===== src/rtl/ps2_keyboard_tx_if.sv =====
// Key-event stimulus and PS/2 line/status bundle for ps2_keyboard_tx.
// PS2_TX_PARITY_INJECT_EN adds the inject_err stimulus signal.
interface ps2_keyboard_tx_if #(
  parameter int unsigned FIFO_DEPTH = 16
);
  localparam int unsigned LVL_W = $clog2(FIFO_DEPTH) + 1;

  logic             key_action;
  logic [7:0]       scan_code;
  logic             key_release;
  logic             key_extended;
  logic             ps2_clk;
  logic             ps2_dat;
  logic             busy;
  logic [LVL_W-1:0] fifo_level;
  logic             overflow;

`ifdef PS2_TX_PARITY_INJECT_EN
  logic             inject_err;

  modport master (
    output key_action, scan_code, key_release, key_extended, inject_err,
    input  ps2_clk, ps2_dat, busy, fifo_level, overflow
  );

  modport slave (
    input  key_action, scan_code, key_release, key_extended, inject_err,
    output ps2_clk, ps2_dat, busy, fifo_level, overflow
  );
`else
  modport master (
    output key_action, scan_code, key_release, key_extended,
    input  ps2_clk, ps2_dat, busy, fifo_level, overflow
  );

  modport slave (
    input  key_action, scan_code, key_release, key_extended,
    output ps2_clk, ps2_dat, busy, fifo_level, overflow
  );
`endif
endinterface


===== src/rtl/ps2_keyboard_tx.sv =====
// PS/2 keyboard-side transmitter: key events -> E0/F0-prefixed bytes -> FIFO -> 11-bit odd-parity frames.
// Optional PS2_TX_PARITY_INJECT_EN: inject_err sampled in LOAD inverts that frame's parity bit.
module ps2_keyboard_tx #(
  parameter int unsigned CLK_DIV    = 1250,
  parameter int unsigned GAP_CYCLES = 2500,
  parameter int unsigned FIFO_DEPTH = 16
) (
  input  logic             CLOCK_50,
  input  logic             resetn,
  ps2_keyboard_tx_if.slave kbd
);
  localparam int unsigned AW      = $clog2(FIFO_DEPTH);
  localparam int unsigned LVL_W   = AW + 1;
  localparam int unsigned CNT_MAX = (CLK_DIV > GAP_CYCLES) ? CLK_DIV : GAP_CYCLES;
  localparam int unsigned CNT_W   = $clog2(CNT_MAX);

  localparam logic [CNT_W-1:0] DIV_LAST = CNT_W'(CLK_DIV - 1);
  localparam logic [CNT_W-1:0] GAP_LAST = CNT_W'(GAP_CYCLES - 1);
  localparam logic [3:0]       STOP_BIT = 4'd10;
  localparam logic [7:0]       PFX_EXT  = 8'hE0;
  localparam logic [7:0]       PFX_BRK  = 8'hF0;

  typedef enum logic [2:0] {
    S_IDLE,
    S_LOAD,
    S_HIGH,
    S_LOW,
    S_GAP
  } state_t;

  state_t           r_state, w_state_nxt;
  logic [CNT_W-1:0] r_cnt, w_cnt_nxt;
  logic [3:0]       r_bit, w_bit_nxt;
  logic [10:0]      r_frame, w_frame_nxt;
  logic             r_ps2_clk, r_ps2_dat, r_busy, r_overflow;
  logic             w_clk_nxt, w_dat_nxt, w_busy_nxt;

  logic [7:0]       r_mem [FIFO_DEPTH];
  logic [AW:0]      r_wr_ptr, r_rd_ptr;
  logic [LVL_W-1:0] r_level, w_level_nxt, w_free, w_need;
  logic [AW-1:0]    w_wa0, w_wa1, w_wa2;
  logic [7:0]       w_b0, w_b1, w_b2, w_head;
  logic             w_push, w_drop, w_pop, w_have;
  logic             w_par, w_inject, w_last_div, w_last_gap;

`ifdef PS2_TX_PARITY_INJECT_EN
  assign w_inject = kbd.inject_err;
`else
  assign w_inject = 1'b0;
`endif

  // ---------------- event -> byte FIFO ----------------
  assign w_need = LVL_W'(1) + LVL_W'(kbd.key_extended) + LVL_W'(kbd.key_release);
  assign w_free = LVL_W'(FIFO_DEPTH) - r_level;
  assign w_push = kbd.key_action && (w_need <= w_free);
  assign w_drop = kbd.key_action && !(w_need <= w_free);
  assign w_pop  = (r_state == S_LOAD);

  assign w_wa0  = r_wr_ptr[AW-1:0];
  assign w_wa1  = w_wa0 + AW'(1);
  assign w_wa2  = w_wa0 + AW'(2);
  assign w_head = r_mem[r_rd_ptr[AW-1:0]];

  assign w_level_nxt = r_level + (w_push ? w_need : '0) - (w_pop ? LVL_W'(1) : '0);

  always_comb begin
    w_b0 = kbd.scan_code;
    w_b1 = kbd.scan_code;
    w_b2 = kbd.scan_code;
    case ({kbd.key_extended, kbd.key_release})
      2'b01: w_b0 = PFX_BRK;
      2'b10: w_b0 = PFX_EXT;
      2'b11: begin
        w_b0 = PFX_EXT;
        w_b1 = PFX_BRK;
      end
      default: ;
    endcase
  end

  // The whole event lands in one cycle so prefixes can never be split from their code.
  always_ff @(posedge CLOCK_50) begin
    if (w_push) begin
      r_mem[w_wa0] <= w_b0;
      if (w_need > LVL_W'(1)) r_mem[w_wa1] <= w_b1;
      if (w_need > LVL_W'(2)) r_mem[w_wa2] <= w_b2;
    end
  end

  always_ff @(posedge CLOCK_50 or negedge resetn) begin
    if (!resetn) begin
      r_wr_ptr   <= '0;
      r_rd_ptr   <= '0;
      r_level    <= '0;
      r_overflow <= 1'b0;
    end else begin
      if (w_push) r_wr_ptr <= r_wr_ptr + w_need;
      if (w_pop)  r_rd_ptr <= r_rd_ptr + (AW + 1)'(1);
      r_level <= w_level_nxt;
      if (w_drop) r_overflow <= 1'b1;
    end
  end

  // ---------------- frame FSM ----------------
  always_ff @(posedge CLOCK_50 or negedge resetn) begin
    if (!resetn) begin
      r_state   <= S_IDLE;
      r_cnt     <= '0;
      r_bit     <= '0;
      r_frame   <= '1;
      r_ps2_clk <= 1'b1;
      r_ps2_dat <= 1'b1;
      r_busy    <= 1'b0;
    end else begin
      r_state   <= w_state_nxt;
      r_cnt     <= w_cnt_nxt;
      r_bit     <= w_bit_nxt;
      r_frame   <= w_frame_nxt;
      r_ps2_clk <= w_clk_nxt;
      r_ps2_dat <= w_dat_nxt;
      r_busy    <= w_busy_nxt;
    end
  end

  assign w_last_div = (r_cnt == DIV_LAST);
  assign w_last_gap = (r_cnt == GAP_LAST);
  // A push in the current cycle also wakes IDLE, giving LOAD one cycle after the strobe.
  assign w_have     = (r_level != '0) || w_push;
  assign w_par      = ~(^w_head) ^ w_inject;

  always_comb begin
    w_state_nxt = r_state;
    w_bit_nxt   = r_bit;
    w_frame_nxt = r_frame;
    case (r_state)
      S_IDLE: if (w_have) w_state_nxt = S_LOAD;
      S_LOAD: begin
        w_state_nxt = S_HIGH;
        w_bit_nxt   = '0;
        w_frame_nxt = {1'b1, w_par, w_head, 1'b0};
      end
      S_HIGH: if (w_last_div) w_state_nxt = S_LOW;
      S_LOW: begin
        if (w_last_div) begin
          w_state_nxt = (r_bit == STOP_BIT) ? S_GAP : S_HIGH;
          w_bit_nxt   = r_bit + 4'd1;
          w_frame_nxt = {1'b1, r_frame[10:1]};
        end
      end
      S_GAP: if (w_last_gap) w_state_nxt = w_have ? S_LOAD : S_IDLE;
      default: w_state_nxt = S_IDLE;
    endcase
    if ((w_state_nxt != r_state) || (r_state == S_IDLE)) w_cnt_nxt = '0;
    else                                                  w_cnt_nxt = r_cnt + CNT_W'(1);
  end

  // Data changes only when a high phase begins; it then holds through the low phase.
  always_comb begin
    w_clk_nxt  = (w_state_nxt != S_LOW);
    w_dat_nxt  = 1'b1;
    if ((w_state_nxt == S_HIGH) || (w_state_nxt == S_LOW)) w_dat_nxt = w_frame_nxt[0];
    w_busy_nxt = (w_state_nxt != S_IDLE) || (w_level_nxt != '0);
  end

  assign kbd.ps2_clk    = r_ps2_clk;
  assign kbd.ps2_dat    = r_ps2_dat;
  assign kbd.busy       = r_busy;
  assign kbd.fifo_level = r_level;
  assign kbd.overflow   = r_overflow;
endmodule


===== src/flat_wrapper.sv =====
// flat-port wrapper written by rule: the top's interface ports become plain ports
module ps2_keyboard_tx_flat 
#(
  parameter int unsigned CLK_DIV    = 1250,
  parameter int unsigned GAP_CYCLES = 2500,
  parameter int unsigned FIFO_DEPTH = 16
)
  (CLOCK_50, resetn, kbd_key_action, kbd_scan_code, kbd_key_release, kbd_key_extended, kbd_ps2_clk, kbd_ps2_dat, kbd_busy, kbd_fifo_level, kbd_overflow);
  ps2_keyboard_tx_if #(.FIFO_DEPTH(FIFO_DEPTH)) kbd_i ();
  input  logic CLOCK_50;
  input  logic resetn;
  input wire logic [$bits(kbd_i.key_action)-1:0] kbd_key_action;
  input wire logic [$bits(kbd_i.scan_code)-1:0] kbd_scan_code;
  input wire logic [$bits(kbd_i.key_release)-1:0] kbd_key_release;
  input wire logic [$bits(kbd_i.key_extended)-1:0] kbd_key_extended;
  output wire logic [$bits(kbd_i.ps2_clk)-1:0] kbd_ps2_clk;
  output wire logic [$bits(kbd_i.ps2_dat)-1:0] kbd_ps2_dat;
  output wire logic [$bits(kbd_i.busy)-1:0] kbd_busy;
  output wire logic [$bits(kbd_i.fifo_level)-1:0] kbd_fifo_level;
  output wire logic [$bits(kbd_i.overflow)-1:0] kbd_overflow;
  assign kbd_i.key_action = kbd_key_action;
  assign kbd_i.scan_code = kbd_scan_code;
  assign kbd_i.key_release = kbd_key_release;
  assign kbd_i.key_extended = kbd_key_extended;
  assign kbd_ps2_clk = kbd_i.ps2_clk;
  assign kbd_ps2_dat = kbd_i.ps2_dat;
  assign kbd_busy = kbd_i.busy;
  assign kbd_fifo_level = kbd_i.fifo_level;
  assign kbd_overflow = kbd_i.overflow;
  ps2_keyboard_tx #(.CLK_DIV(CLK_DIV), .GAP_CYCLES(GAP_CYCLES), .FIFO_DEPTH(FIFO_DEPTH)) u_core (.CLOCK_50(CLOCK_50), .resetn(resetn), .kbd(kbd_i));
endmodule

===== config.mk =====
export PLATFORM = sky130hd
export DESIGN_NAME = ps2_keyboard_tx_flat
export DESIGN_NICKNAME = d
export VERILOG_FILES = /design/src/rtl/ps2_keyboard_tx_if.sv /design/src/rtl/ps2_keyboard_tx.sv /design/src/flat_wrapper.sv
export SDC_FILE = /design/constraint.sdc
export NUM_CORES = 1
export LEC_CHECK = 0
export ABC_AREA = 1
export CAP_MARGIN = 20
export CORE_AREA = 2 2 153 155
export CTS_CLUSTER_SIZE = 28
export DETAILED_ROUTE_END_ITERATION = 8
export DIE_AREA = 0 0 155 157
export DONT_BUFFER_PORTS = 1
export GPL_ROUTABILITY_DRIVEN = 0
export GPL_TIMING_DRIVEN = 0
export PLACE_DENSITY = 0.66
export SYNTH_ARGS = -nofsm -noshare
export SYNTH_HDL_FRONTEND = slang
export SYNTH_SLANG_ARGS = --single-unit

===== constraint.sdc =====
create_clock -name CLOCK_50 -period 3.73 [get_ports CLOCK_50]
set_clock_uncertainty 0.2 [all_clocks]
set_input_delay 0.746 -clock CLOCK_50 [delete_from_list [all_inputs] [get_ports CLOCK_50]]
set_output_delay 0.746 -clock CLOCK_50 [all_outputs]
set_load 0.05 [all_outputs]

==> metrics.md <==
| Metric | Value |
|---|---|
| Outcome | `completed` |
| Global-route wire length before repair | `46400 um` |
| Internal power | `4.31 mW` |
| Largest net degree at the start of global routing | `48` |
| Initial antenna violation count | `0` |
| Sw frac | `36.6%` |
| Biggest area consumer among synthesized cells | `edfxtp_1` |
| Layout fillers | `2095` |
| Synthesis-to-layout area growth | `12.0%` |
| Synthesis Warnings | `0` |
| CTS tree | `built` |
| Max Cap Violations | `0` |
| Seq pwr share | `41.6%` |
| Setup ws final | `0.201 ns` |
| Nets@finish | `1275` |
| CP max stage delay | `0.53 ns` |
| PwrDens | `603 mW/mm^2` |
| Vias in the first global route | `8301` |
| Die area | `0.0243 sq mm` |
| Design Power | `6.79 mW` |
| Clk Latency, worst-skew pair | `0.43 ns` |
| Hold Path Class | `input pin to register` |
| CP arrival | `3.62 ns` |
| Final setup viols | `0` |
| Ranking of synthesized cells by area | `edfxtp_1, nand2_1, dfrtp_1, nor2_1, o21ai_0` |
| Cells after Synth | `1213` |
| Die width | `155 um` |
| Starting DRT DRC Count | `1009` |
| Distinct cells, synth | `48` |
| Gr usage total | `25.3%` |
| RSZ-0062 raised after global routing | `false` |
| Post-Syn Nets | `1251` |
| Clock power frac | `27.8%` |
| Core area | `0.0225 sq mm` |
| Post-synthesis sequential area ratio | `50.1%` |
| Area occupied by multi-input gates | `0.00449 sq mm` |
| TritonCTS Sinks | `175` |
| Commonest non-fill, non-tap cell in the layout | `nand2_1` |
| Hpwl dp | `21700 um` |
| Crit path time final | `3.53 ns` |
| WL/cell | `19.4 um` |
| Yosys top cell area share | `38.2%` |
| Layout cells sized above 1 | `10.9%` |
| Setup Crit Path Kind | `register to register` |
| Io pins | `22` |
| TritonRoute pass-1 iters | `7` |
| Fin. max-slew vios | `0` |
| CP max stage cell | `dfrtp_2` |
| Antenna viol nets, final | `0` |
| Max_slew headroom | `30.0%` |
| Initial core utilization | `44.7%` |
| I/O Buffers | `0` |
| CP Launch Type | `register` |
| CTS H-tree depth | `4` |
| Die Ht | `157 um` |
| Grt ovf | `0` |
| Sw power | `2.49 mW` |
| Fin crit share | `94.6%` |
| Synthesized area per cell | `8.29 sq um` |
| Max rail drop VDD | `0.578 mV` |
| Core Rows | `55` |
| Most frequent cells in the layout | `nand2_1, nor2_1, edfxtp_1, inv_1, o21ai_0` |
| #FFs+latches synth | `175` |
| Placement Setup Slack | `-0.401 ns` |
| DR vias | `8680` |
| Maximum buffer depth of the clock tree | `2` |
| Routed wire length | `29700 um` |
| TritonCTS Buffers | `17` |
| Synthesized area | `0.0101 sq mm` |
| # DRC | `0` |
| Vias per cell | `5.65` |
| CP max FO | `10` |
| CTS Root Cell | `clkbuf_16` |
| Clock-pin slew on the worst setup and hold paths | `0.07 ns` |
| Hold Fails Final Rpt | `0` |
| CP required | `3.82 ns` |
| CP cell instances | `inv_1, ha_1, nand2_2, nor2_1, ha_1, nand3_1, nor2_4, a21oi_4, buf_8, nand2_4, ha_4, inv_2, ha_4, a21oi_2, nand2_1, xor2_1, nor3_1, nand4_1` |
| Worst-Margin Slew | `1.05 ns` |
| Highest Clock Rate | `0.283 GHz` |
| Setup crit end kind | `register` |
| Inserted Diodes | `0` |
| Comb pwr share | `30.6%` |
| FF/Latch Area | `0.00504 sq mm` |
| Leakage | `4.65 nW` |
[routing by layer]
layer / vias to the layer above / global-route usage (%) / wire [um]
li1: 4094 / - / -
met1: 4114 / 33.7 / 12400
met2: 412 / 41.3 / 13900
met3: 60 / 5.53 / 2690
met4: 0 / 8.07 / 783
met5: - / 0 / 0
[cells in the mapped netlist, drive strengths merged]
master / number
nor4: 1
and3: 2
o41ai: 1
a31oi: 1
o221ai: 8
o211ai: 27
xor2: 14
nand4: 5
nor3b: 1
o22ai: 9
nor3: 11
fa: 2
o21ai: 111
edfxtp: 128
a21boi: 1
buf: 19
ha: 23
dfrtp: 34
o311ai: 1
nand2: 322
inv: 111
clkinv: 5
nand3: 80
dfstp: 13
or2: 3
clkbuf: 28
xnor2: 4
o21bai: 1
a21oi: 58
nor2: 186
a22oi: 3
[registers in the layout, summed over array words and instances (netlist names), 3 cells and up]
| signal | count |
|---|---|
| u_core.r_frame | 11 |
| u_core.r_mem | 128 |
| u_core.r_rd_ptr | 4 |
| u_core.kbd.fifo_level | 5 |
| u_core.r_state | 3 |
| u_core.r_bit | 4 |
| u_core.r_wr_ptr | 4 |
| u_core.r_cnt | 12 |
[worst max-delay path, delay by kind of cell, from the launching register on]
family                   cells  cell delay (ns)
AO/OA/AOI/OAI                2             0.29
AND/OR/NAND/NOR              8             0.83
buffers and inverters        3             0.35
adder cells (fa/ha/maj)      4             1.03
flip-flops                   1             0.53
XOR/XNOR                     1             0.17
[area by class of cell]
cell class / instances / share of cell area [%]
repair buffers: 5 / 0.533
multi-input cells: 875 / 39.8
well taps: 285 / 3.16
clock buffers: 25 / 4.99
flip-flops and latches: 175 / 44.7
plain buffers: 47 / 2.23
clock inverters: 7 / 0.588
inverters: 116 / 3.98
[per-stage QoR]
| stage | std cells | TNS (ns) | hold slack (ns) | instance area (sq um) | utilization [%] |
|---|---|---|---|---|---|
| after floorplan | 1213 | 0 | 0.250 | 10200 | - |
| after global placement | 1498 | -7.34 | 0.255 | 10600 | 46.9 |
| after detailed placement | 1498 | -4.21 | 0.255 | 10600 | 47.0 |
| after CTS | 1532 | 0 | 0.295 | 11200 | 50.0 |
| after global routing | 1535 | 0 | 0.320 | 11300 | 50.1 |
| final | 1535 | 0 | 0.308 | 11300 | 50.1 |
[final timing paths]
check                                              startpoint                              to  slack (ns)  cells past startpoint
max                        u_core.kbd.fifo_level[0]$_DFF_PN0_       u_core.kbd.busy$_DFF_PN0_        0.20                     18
min                                          kbd_scan_code[2]   u_core.r_mem[13][2]$_DFFE_PP_        0.31                      2
max reg2reg                u_core.kbd.fifo_level[0]$_DFF_PN0_       u_core.kbd.busy$_DFF_PN0_        0.20                     18
min reg2reg                         u_core.r_cnt[0]$_DFF_PN0_       u_core.r_cnt[0]$_DFF_PN0_        0.31                      1
max in group asynchronous                              resetn    u_core.kbd.ps2_clk$_DFF_PN1_        2.38                      2
min in group asynchronous                              resetn  u_core.r_rd_ptr[2]$_DFFE_PN0P_        0.64                      2
[power by group through the flow]
stage | registers, mW | clock network [mW] | logic (mW)
2_1_floorplan | 2.81 | 0 | 1.55
4_1_cts | 2.82 | 1.89 | 2.06
3_3_place_gp | 2.85 | 0 | 1.95
6_report | 2.82 | 1.89 | 2.08
3_5_place_dp | 2.86 | 0 | 2.02
5_1_grt | 2.87 | 1.96 | 2.34
[kinds of logic after synthesis]
| family | synth area share [%] |
|---|---|
| adders and majority gates | 3.26 |
| buffers and inverters | 6.41 |
| DFF | 50.1 |
| xor gates and xnor gates | 1.57 |
| AOI/OAI and AO/OA | 12.5 |
| and+or+nand+nor | 26.2 |
[what timing repair did]
action,4_1_cts,5_1_grt
hold buffers,2,0
pin swaps,0,1
buffers inserted,0,2
gates cloned,0,0
endpoints found under the setup margin,1,1
resized for setup,3,2
hold endpoints to repair,47,0
Power figures use the tool's default switching activity.
